[src/rtl/featuremap_relu_maxpool2x2_pkg.sv]
// -----------------------------------------------------------------------------
// featuremap_relu_maxpool2x2_pkg
// Shared FP32 helpers for the featuremap post-processing stages.
//   FP_WIDTH     : word width of an IEEE-754 single-precision value
//   FP_SIGN_BIT  : bit index of the sign
//   FP_POS_ZERO  : +0.0 bit pattern
//   relu()       : sign-clear-to-zero; any word with the sign set
//                  (-0.0, -Inf, negative NaN, negative finite) becomes +0.0
// -----------------------------------------------------------------------------
package featuremap_relu_maxpool2x2_pkg;

    localparam int FP_WIDTH    = 32;
    localparam int FP_SIGN_BIT = FP_WIDTH - 1;

    localparam logic [FP_WIDTH-1:0] FP_POS_ZERO = 32'h0000_0000;

    // Positive words (including +Inf and positive NaN) pass unchanged.
    function automatic logic [FP_WIDTH-1:0] relu(input logic [FP_WIDTH-1:0] x);
        logic [FP_WIDTH-1:0] r;
        if (x[FP_SIGN_BIT]) begin
            r = FP_POS_ZERO;
        end else begin
            r = x;
        end
        return r;
    endfunction

endpackage

[src/rtl/featuremap_relu_maxpool2x2_nonneg_max2.sv]
// -----------------------------------------------------------------------------
// fp32_nonneg_max2
// Combinational max of two non-negative FP32 words.
//   a, b    : operands, sign bit assumed clear
//   max_out : the larger operand
// For non-negative IEEE-754 values the bit pattern orders the same way as the
// value, so an unsigned integer compare of the whole word is exact. On a tie
// both operands are bit-identical, so which one is taken does not matter.
// -----------------------------------------------------------------------------
module fp32_nonneg_max2 #(
    parameter int DATA_WIDTH = 32
) (
    input  logic [DATA_WIDTH-1:0] a,
    input  logic [DATA_WIDTH-1:0] b,
    output logic [DATA_WIDTH-1:0] max_out
);

    // Select the larger operand by unsigned word compare.
    always_comb begin
        max_out = a;
        if (b > a) begin
            max_out = b;
        end else begin
            max_out = a;
        end
    end

endmodule

[src/rtl/featuremap_relu_maxpool2x2.sv]
// -----------------------------------------------------------------------------
// featuremap_relu_maxpool2x2
// ReLU followed by 2x2 / stride-2 max-pooling on a raster-ordered FP32
// feature-map stream. Produces a WIDTH/2 x HEIGHT/2 map in raster order.
//   clk        : rising-edge clock
//   rst        : synchronous active-high reset
//   valid_in   : data_in carries one pixel this cycle (any duty cycle)
//   data_in    : FP32 pixel, row-major, column 0 first
//   valid_out  : one-cycle strobe, data_out holds a pooled pixel
//   data_out   : pooled FP32 pixel (always >= +0.0), held between strobes
//   frame_done : one-cycle strobe with the last pooled pixel of a frame
// Even rows: the horizontal pair max is parked in the line buffer.
// Odd rows: the horizontal pair max is combined with the parked value and
// emitted. Reads and writes of the line buffer never share a row.
// -----------------------------------------------------------------------------
module featuremap_relu_maxpool2x2
    import featuremap_relu_maxpool2x2_pkg::*;
#(
    parameter int DATA_WIDTH = 32,
    parameter int WIDTH      = 112,
    parameter int HEIGHT     = 112
) (
    input  logic                  clk,
    input  logic                  rst,
    input  logic                  valid_in,
    input  logic [DATA_WIDTH-1:0] data_in,
    output logic                  valid_out,
    output logic [DATA_WIDTH-1:0] data_out,
    output logic                  frame_done
);

    localparam int COL_W    = (WIDTH  > 2) ? $clog2(WIDTH)  : 1;
    localparam int ROW_W    = (HEIGHT > 2) ? $clog2(HEIGHT) : 1;
    localparam int LB_DEPTH = WIDTH / 2;
    localparam int LB_AW    = (LB_DEPTH > 1) ? $clog2(LB_DEPTH) : 1;

    logic [COL_W-1:0]      col_r;
    logic [ROW_W-1:0]      row_r;
    logic [DATA_WIDTH-1:0] hold_r;
    logic [DATA_WIDTH-1:0] linebuf_r [LB_DEPTH];

    logic [DATA_WIDTH-1:0] relu_s;
    logic [DATA_WIDTH-1:0] pair_max_s;
    logic [DATA_WIDTH-1:0] win_max_s;
    logic [LB_AW-1:0]      lb_idx_s;
    logic                  col_last_s;
    logic                  row_last_s;
    logic                  lb_wr_s;
    logic                  out_evt_s;

    assign relu_s     = relu(data_in);
    assign lb_idx_s   = LB_AW'(col_r >> 1);
    assign col_last_s = (col_r == COL_W'(WIDTH - 1));
    assign row_last_s = (row_r == ROW_W'(HEIGHT - 1));
    assign lb_wr_s    = valid_in & ~row_r[0] & col_r[0];
    assign out_evt_s  = valid_in &  row_r[0] & col_r[0];

    // Horizontal max of the held even-column pixel and the current pixel.
    fp32_nonneg_max2 #(.DATA_WIDTH(DATA_WIDTH)) u_pair_max (
        .a       (hold_r),
        .b       (relu_s),
        .max_out (pair_max_s)
    );

    // Vertical max of this row's pair and the pair parked from the row above.
    fp32_nonneg_max2 #(.DATA_WIDTH(DATA_WIDTH)) u_win_max (
        .a       (pair_max_s),
        .b       (linebuf_r[lb_idx_s]),
        .max_out (win_max_s)
    );

    // Raster position counters, advanced only by accepted pixels.
    always_ff @(posedge clk) begin
        if (rst) begin
            col_r <= COL_W'(0);
            row_r <= ROW_W'(0);
        end else if (valid_in) begin
            if (col_last_s) begin
                col_r <= COL_W'(0);
                row_r <= row_last_s ? ROW_W'(0) : (row_r + ROW_W'(1));
            end else begin
                col_r <= col_r + COL_W'(1);
            end
        end
    end

    // Hold register captures the ReLU'd even-column pixel of each pair.
    always_ff @(posedge clk) begin
        if (rst) begin
            hold_r <= {DATA_WIDTH{1'b0}};
        end else if (valid_in && !col_r[0]) begin
            hold_r <= relu_s;
        end
    end

    // Line buffer: no reset, every entry is written on an even row before use.
    always_ff @(posedge clk) begin
        if (!rst && lb_wr_s) begin
            linebuf_r[lb_idx_s] <= pair_max_s;
        end
    end

    // Output register and strobes, one cycle after the window's last pixel.
    always_ff @(posedge clk) begin
        if (rst) begin
            valid_out  <= 1'b0;
            frame_done <= 1'b0;
            data_out   <= {DATA_WIDTH{1'b0}};
        end else begin
            valid_out  <= out_evt_s;
            frame_done <= out_evt_s & row_last_s & col_last_s;
            if (out_evt_s) begin
                data_out <= win_max_s;
            end
        end
    end

endmodule

[config.mk]
export PLATFORM = sky130hd
export DESIGN_NAME = featuremap_relu_maxpool2x2
export DESIGN_NICKNAME = d
export VERILOG_FILES = /design/src/rtl/featuremap_relu_maxpool2x2_pkg.sv /design/src/rtl/featuremap_relu_maxpool2x2_nonneg_max2.sv /design/src/rtl/featuremap_relu_maxpool2x2.sv
export SDC_FILE = /design/constraint.sdc
export NUM_CORES = 2
export LEC_CHECK = 0
export BUFFER_PORTS_ARGS = -buffer_cell sky130_fd_sc_hd__buf_2
export CAP_MARGIN = 20
export CORE_MARGIN = 5
export CORE_UTILIZATION = 40
export CTS_CLUSTER_DIAMETER = 80
export DETAILED_ROUTE_END_ITERATION = 16
export PLACE_DENSITY = 0.61
export SYNTH_ARGS = -nofsm -noshare
export SYNTH_HDL_FRONTEND = slang
export SYNTH_SLANG_ARGS = --single-unit
export TNS_END_PERCENT = 50
[constraint.sdc]
create_clock -name clk -period 6.4 [get_ports clk]
set_input_delay 0.96 -clock clk [delete_from_list [all_inputs] [get_ports clk]]
set_output_delay 0.96 -clock clk [all_outputs]
set_load 0.01 [all_outputs]
== Word level (Yosys, flattened, before mapping) ==
Memories as Yosys holds them, arrays and structs flattened. A register that Yosys moved wholly into a read port is not among the register bits.
Index checks and enable logic that the tools add are counted.
Storage, ports and cells
  register bits after elaboration: 80
  latch bits: 0
  bits in writable memories: 1792
  memory bits (read-only): 0
  input bits: 35
  output and inout port bits: 34
  word-level logic and storage cells: 34
  memories kept: 1
Memory list
  linebuf_r: words 56, width 32, rd ports 1, clocked after Yosys merged registers in 1, wr ports 1, line featuremap_relu_maxpool2x2.sv:40  | logic [DATA_WIDTH-1:0] linebuf_r [LB_DEPTH];
Operators by class
  $add $sub $neg: 2
  $mul: 0
  div/mod/pow operators: 0
  order comparisons: 2
  eq/ne operators: 2
  shift-type cells: 0
  multiplexer cells: 9
  bitwise gates (word level): 7
  reductions and logical operators: 5
Operators by type and width (count)
  $mux W32: 2
  $gt A31 B32 Y1: 1
  $gt A32 B32 Y1: 1
  $mux W31: 1
  $add A7 B1 Y7 const B: 2
  $eq A7 B7 Y1 const B: 2
  $mux W7: 2
  $mux W6: 2
  $and A1 B1 Y1: 6
  $logic_and A1 B1 Y1: 2
  $logic_not A1 Y1: 2
  $mux W1: 2
  $reduce_and A2 Y1: 1
  $not A1 Y1: 1

== Logic depth before layout (Yosys ltp) ==
  word-level depth: 6
  mapped depth: 22
  depth with buffers taken out: 18

== Cells and area by module ==
From an unflattened synthesis, not the netlist that was laid out.
Unflattened totals
  cells, all modules: 3716
  area, all modules: 74497.7 µm²
By module, submodules not included
  featuremap_relu_maxpool2x2: times used 1, cells an instance 3420, area each 71732.5 µm², sequential area each 55513.2 µm²
  fp32_nonneg_max2: times used 2, cells an instance 148, area each 1382.6 µm², sequential area each 0.0 µm²

== Least setup slack after synthesis ==
Ideal clock, no wire load.
  kind: in2reg
  from: in data_in[31]
  to: reg data_out[10]
  setup time: 0.122 ns
  arrival: 5.523 ns
  data required time: 6.278 ns
  setup slack: 0.755 ns
  stages on the path: 21
  path buffers: 4
  cells stage by stage: clkbuf_1 -> nor2b_1 -> ha_1 -> a211oi_1 -> a211o_1 -> a31oi_1 -> o31a_1 -> o41ai_2 -> buf_2 -> mux2_2 -> inv_1 -> ha_1 -> a21oi_1 -> nand2_1 -> a21o_1 -> o41a_1 -> a2bb2oi_1 -> and2_1 -> buf_1 -> clkbuf_1 -> a221o_1
Between the ends
  word-level cells in the longest chain between the ends: 5
Ends and longest elaborated chain
  from (decl): line featuremap_relu_maxpool2x2.sv:26  | input logic [DATA_WIDTH-1:0] data_in,
  $mux W31: line featuremap_relu_maxpool2x2_pkg.sv:20  | if (x[FP_SIGN_BIT]) begin
  named net relu_s[6]: line featuremap_relu_maxpool2x2.sv:42  | logic [DATA_WIDTH-1:0] relu_s;
  $gt A31 B32 Y1: line featuremap_relu_maxpool2x2_nonneg_max2.sv:21  | if (b > a) begin
  $mux W32: line featuremap_relu_maxpool2x2_nonneg_max2.sv:21
  named net pair_max_s[14]: line featuremap_relu_maxpool2x2.sv:43  | logic [DATA_WIDTH-1:0] pair_max_s;
  $gt A32 B32 Y1: line featuremap_relu_maxpool2x2_nonneg_max2.sv:21
  $mux W32: line featuremap_relu_maxpool2x2_nonneg_max2.sv:21
  to (signal assigned): line featuremap_relu_maxpool2x2.sv:108  | data_out <= {DATA_WIDTH{1'b0}};
  to (signal assigned): line featuremap_relu_maxpool2x2.sv:113  | data_out <= win_max_s;
  to (decl): line featuremap_relu_maxpool2x2.sv:28  | output logic [DATA_WIDTH-1:0] data_out,
The timed path passes the listed nets, and every way through them passes these cells.
A chain may end at the register's enable or synchronous reset.

== Worst setup path after layout ==
  from: in data_in[31]
  to: reg data_out[16]
Same word-level chain as after synthesis.

==> impl_results.rst <==
.. list-table::
   :header-rows: 1

   * - Metric
     - Value
   * - Total power density per cell area
     - 301.4 nW/um^2
   * - Worst path cell trace
     - buf_2 -> nor2b_1 -> ha_1 -> a211oi_1 -> a211o_1 -> a31oi_1 -> o31a_1 -> o41ai_4 -> buf_4 -> mux2_2 -> inv_1 -> ha_1 -> nand4_1 -> nor4_1 -> buf_4 -> o41a_1 -> a2bb2oi_1 -> nor2_4 -> a221o_1
   * - Delay-heaviest family, CP
     - compound AO/OA/AOI/OAI gates
   * - Busiest grt layer
     - met1
   * - Reported leakage power
     - 24.82 nW
   * - RSZ-0062 raised after global routing
     - no
   * - Sequential group share of total power
     - 54.4%
   * - Cell with the largest stage delay on the worst path
     - a2bb2oi_1
   * - Post-DR vias/cell
     - 5.770
   * - Worst max-slew margin expressed relative to the limit
     - 25.98%
   * - Die outline area
     - 186200 sq um
   * - Detailed placer's ending HPWL
     - 105500 microns
   * - Max Cap Viol
     - 0
   * - Number of synthesized flops with an enable pin
     - 1736
   * - Worst hold path type
     - reg -> reg
   * - Top-Level Pins
     - 69
   * - Highest fanout seen on the critical path
     - 31
   * - Logic gate share of total power
     - 5.5%
   * - Synthesis-stage register bit count
     - 1820
   * - Number of standard cells after synthesis
     - 3499
   * - DRC violations left
     - 0
   * - Post-Synthesis Cell Area
     - 71070 sq um
   * - Std cell rows
     - 154
   * - Endpoint kind of the worst setup timing path
     - register
   * - Total detailed-routing wirelength
     - 183400 microns
   * - Fraction of power spent switching nets
     - 21.70%
   * - Routed wire per std cell
     - 29.60 microns
   * - Buffers inserted during post-CTS setup optimization
     - 0
   * - Count of hold-fix buffers inserted at cts
     - 0
   * - CTS sink count
     - 1820
   * - Setup clock skew after layout
     - 0.02800 ns
   * - Main synth FF type
     - edfxtp_1
   * - Run status
     - finished clean
   * - Area share of the leading cell type in the synthesized netlist
     - 73.35%
   * - Core footprint
     - 176500 sq um
   * - Actual transition at the worst max-transition pin
     - 1.108 ns
   * - Hold Vio Cnt, Final
     - 0
   * - All-Layer GR Usage
     - 19.59%
   * - Clock buffer count from CTS
     - 177
   * - Gpl congestion
     - 0.8648
   * - Number of gates resized after cts
     - 0
   * - Internal power consumption
     - 0.01905 W
   * - Number of failing setup endpoints in the final timing report
     - 0
   * - Switching power
     - 0.005280 W
   * - Routing usage on met3
     - 3.526%
   * - Overall via count from detail_route
     - 35750
   * - Number of iterations in the first detailed-routing pass
     - 5
   * - Average cell area after synthesis
     - 20.31 sq um
   * - Met2 Use GR
     - 29.06%
   * - Top post-synthesis cells by area
     - edfxtp_1 (73%), mux4_2 (14%), dfxtp_1 (2.4%), a21oi_1 (1.5%), a22oi_1 (1.3%)
   * - Maximum number of pins on one net before global-route repair
     - 98
   * - Cell taking the most area after synthesis
     - edfxtp_1
   * - Critical path data required time
     - 7.08 ns
   * - Element type at the critical path start
     - input port
   * - CTS H-tree depth
     - 4
   * - Via count of the first global-routing pass
     - 35110
   * - Top achievable clock speed
     - 0.1730 GHz
   * - PnR Total Power
     - 0.02433 W
   * - Worst VDD drop
     - 0.2763 mV
   * - Critical path class
     - in -> reg
   * - GRT met1 Usage
     - 29.69%
   * - Final net count
     - 3799
   * - Final period util
     - 90.32%
   * - Synthesized netlist net count
     - 3598
   * - Antenna violation net count after detailed routing
     - 0
   * - Crit path buf inv count
     - 4
   * - Final std cells w/o fill
     - 6195
   * - Worst skew pair latency
     - 0.81 ns
   * - DRT iter0 DRCs
     - 4535
   * - Top post-synthesis cells by count
     - edfxtp_1 (1736), mux4_2 (434), a21oi_1 (208)
   * - Global-route wire length before repair
     - 262300 microns
   * - Total overflow reported by the global router
     - 0
   * - Most frequently used cell type in the post-synthesis netlist
     - edfxtp_1
   * - Number of input and output port buffers inserted
     - 67
   * - Initial Utilization
     - 40.27%
   * - Arrival time at the worst endpoint
     - 6.46 ns
   * - Number of cells after detailed placement
     - 5858
   * - Period minus WS final
     - 5.780 ns
   * - Ys Warns
     - 0
   * - Layout overhead on the synthesized area
     - 13.57%
   * - CTS Root Cell
     - clkbuf_16
   * - Clock input transition at the sequential cells of the worst setup and hold paths
     - 0.06 ns
   * - Max-slew violation total from the final report
     - 0
   * - Chip height
     - 431.5 microns
   * - Antenna violations before repair
     - 4
   * - Share of cells above drive strength 1
     - 25.58%
   * - Die boundary width
     - 431.5 microns
   * - Distinct cell type count of the synthesized netlist
     - 49
   * - Share of synthesized area occupied by flip-flops and latches
     - 75.72%
   * - Clock buffer depth
     - 3
   * - Clock share of power
     - 40.1%
   * - Critical path's largest stage delay
     - 0.55 ns
   * - TritonCTS clock tree
     - yes
   * - Async set-reset flop share out of synthesis
     - 0%
## cells by family after synthesis
group | after synthesis | share of synthesized area, %
other cells | 1 | 0.005276
compound gates | 456 | 4.199
simple gates | 360 | 2.359
fa+ha+maj | 64 | 1.127
mux | 497 | 14.69
flops | 1820 | 75.72
buf+inv | 292 | 1.789
xor+xnor | 9 | 0.1109
## worst register-to-register path: cells and delay by family (launching register included)
kind | cells | cell delay, ns
compound gates | 6 | 2.27
simple gates | 3 | 0.92
buf+inv | 2 | 0.74
flops | 1 | 0.67
mux | 1 | 0.63
fa+ha+maj | 1 | 0.36
## layer usage
layer | wire length, microns | part of all wire (%)
met1 | 80080 | 44
met2 | 82930 | 45
met3 | 14790 | 8.1
met4 | 5550 | 3.0
met5 | 13 | 0.0071
## path summary, 6_finish.rpt
path          startpoint      endpoint  slack [ns]  cells after the start
max          data_in[31]  data_out[16]        0.62                     19
min           hold_r[25]    hold_r[25]        0.47                      2
max reg2reg     register  data_out[16]        0.68                     13
min reg2reg   hold_r[25]    hold_r[25]        0.47                      2
## final cells by class
type | instances | area, sq um
inverter | 98 | 367.9
multi-input combinational | 1387 | 16470
clock buffer | 243 | 4782
tap | 2340 | 2928
timing repair buffer | 216 | 1737
antenna | 4 | 10.01
clock inverter | 87 | 593.1
fill | 14800 | 95790
sequential | 1820 | 53830
## through the flow
step | hold slack [ns] | util (%) | worst slack [ns] | area [sq um] | TNS (ns)
2_1_floorplan | 0.4443 | - | 0.7547 | 71070 | 0
3_3_place_gp | 0.4576 | 42.62 | 0.08247 | 75220 | 0
3_5_place_dp | 0.4622 | 42.64 | -0.002067 | 75260 | -0.002067
4_1_cts | 0.4712 | 45.69 | 0.7821 | 80640 | 0
5_1_grt | 0.4897 | 45.72 | 0.4370 | 80700 | 0
6_report | 0.4691 | 45.73 | 0.6197 | 80710 | 0
## placed cells by master, fill, tap and decap left out, drive strengths merged, types with 2 or more instances in the layout
cell      instances
inv             107
buf             216
xnor2             2
clkinv           70
edfxtp         1736
a211o            32
clkinvlp          4
nand2b            4
o211ai            4
xor2              7
nand3b            2
bufinv            4
a211oi            4
ha               64
nor4              4
diode             4
o22ai            31
a21o              6
and3              2
a31oi             2
nor2            136
or2               3
dfxtp            84
nor3              9
nand3            13
mux4            434
mux2i            32
a21oi           208
a221o            32
nor2b            41
nand4            19
and2             33
o21ai             6
nand2            89
mux2             31
clkbuf          243
a22oi           124
## power groups by stage
stage,sequential (W),combinational (W),clock (W)
after floorplan,0.0135,0.000798,0
after global placement,0.0135,0.00132,0
after detailed placement,0.0135,0.00134,0
after CTS,0.0132,0.00134,0.00995
after global routing,0.0132,0.00142,0.0105
final,0.0132,0.00133,0.00976
## sequential cells by signal, summed over array words and instances (netlist names), named ones only
signal	count
linebuf_r	1736
data_out	31
hold_r	31
col_r	7
row_r	7
frame_done	1
valid_out	1
Note: power is estimated with default switching activity, not from simulation.
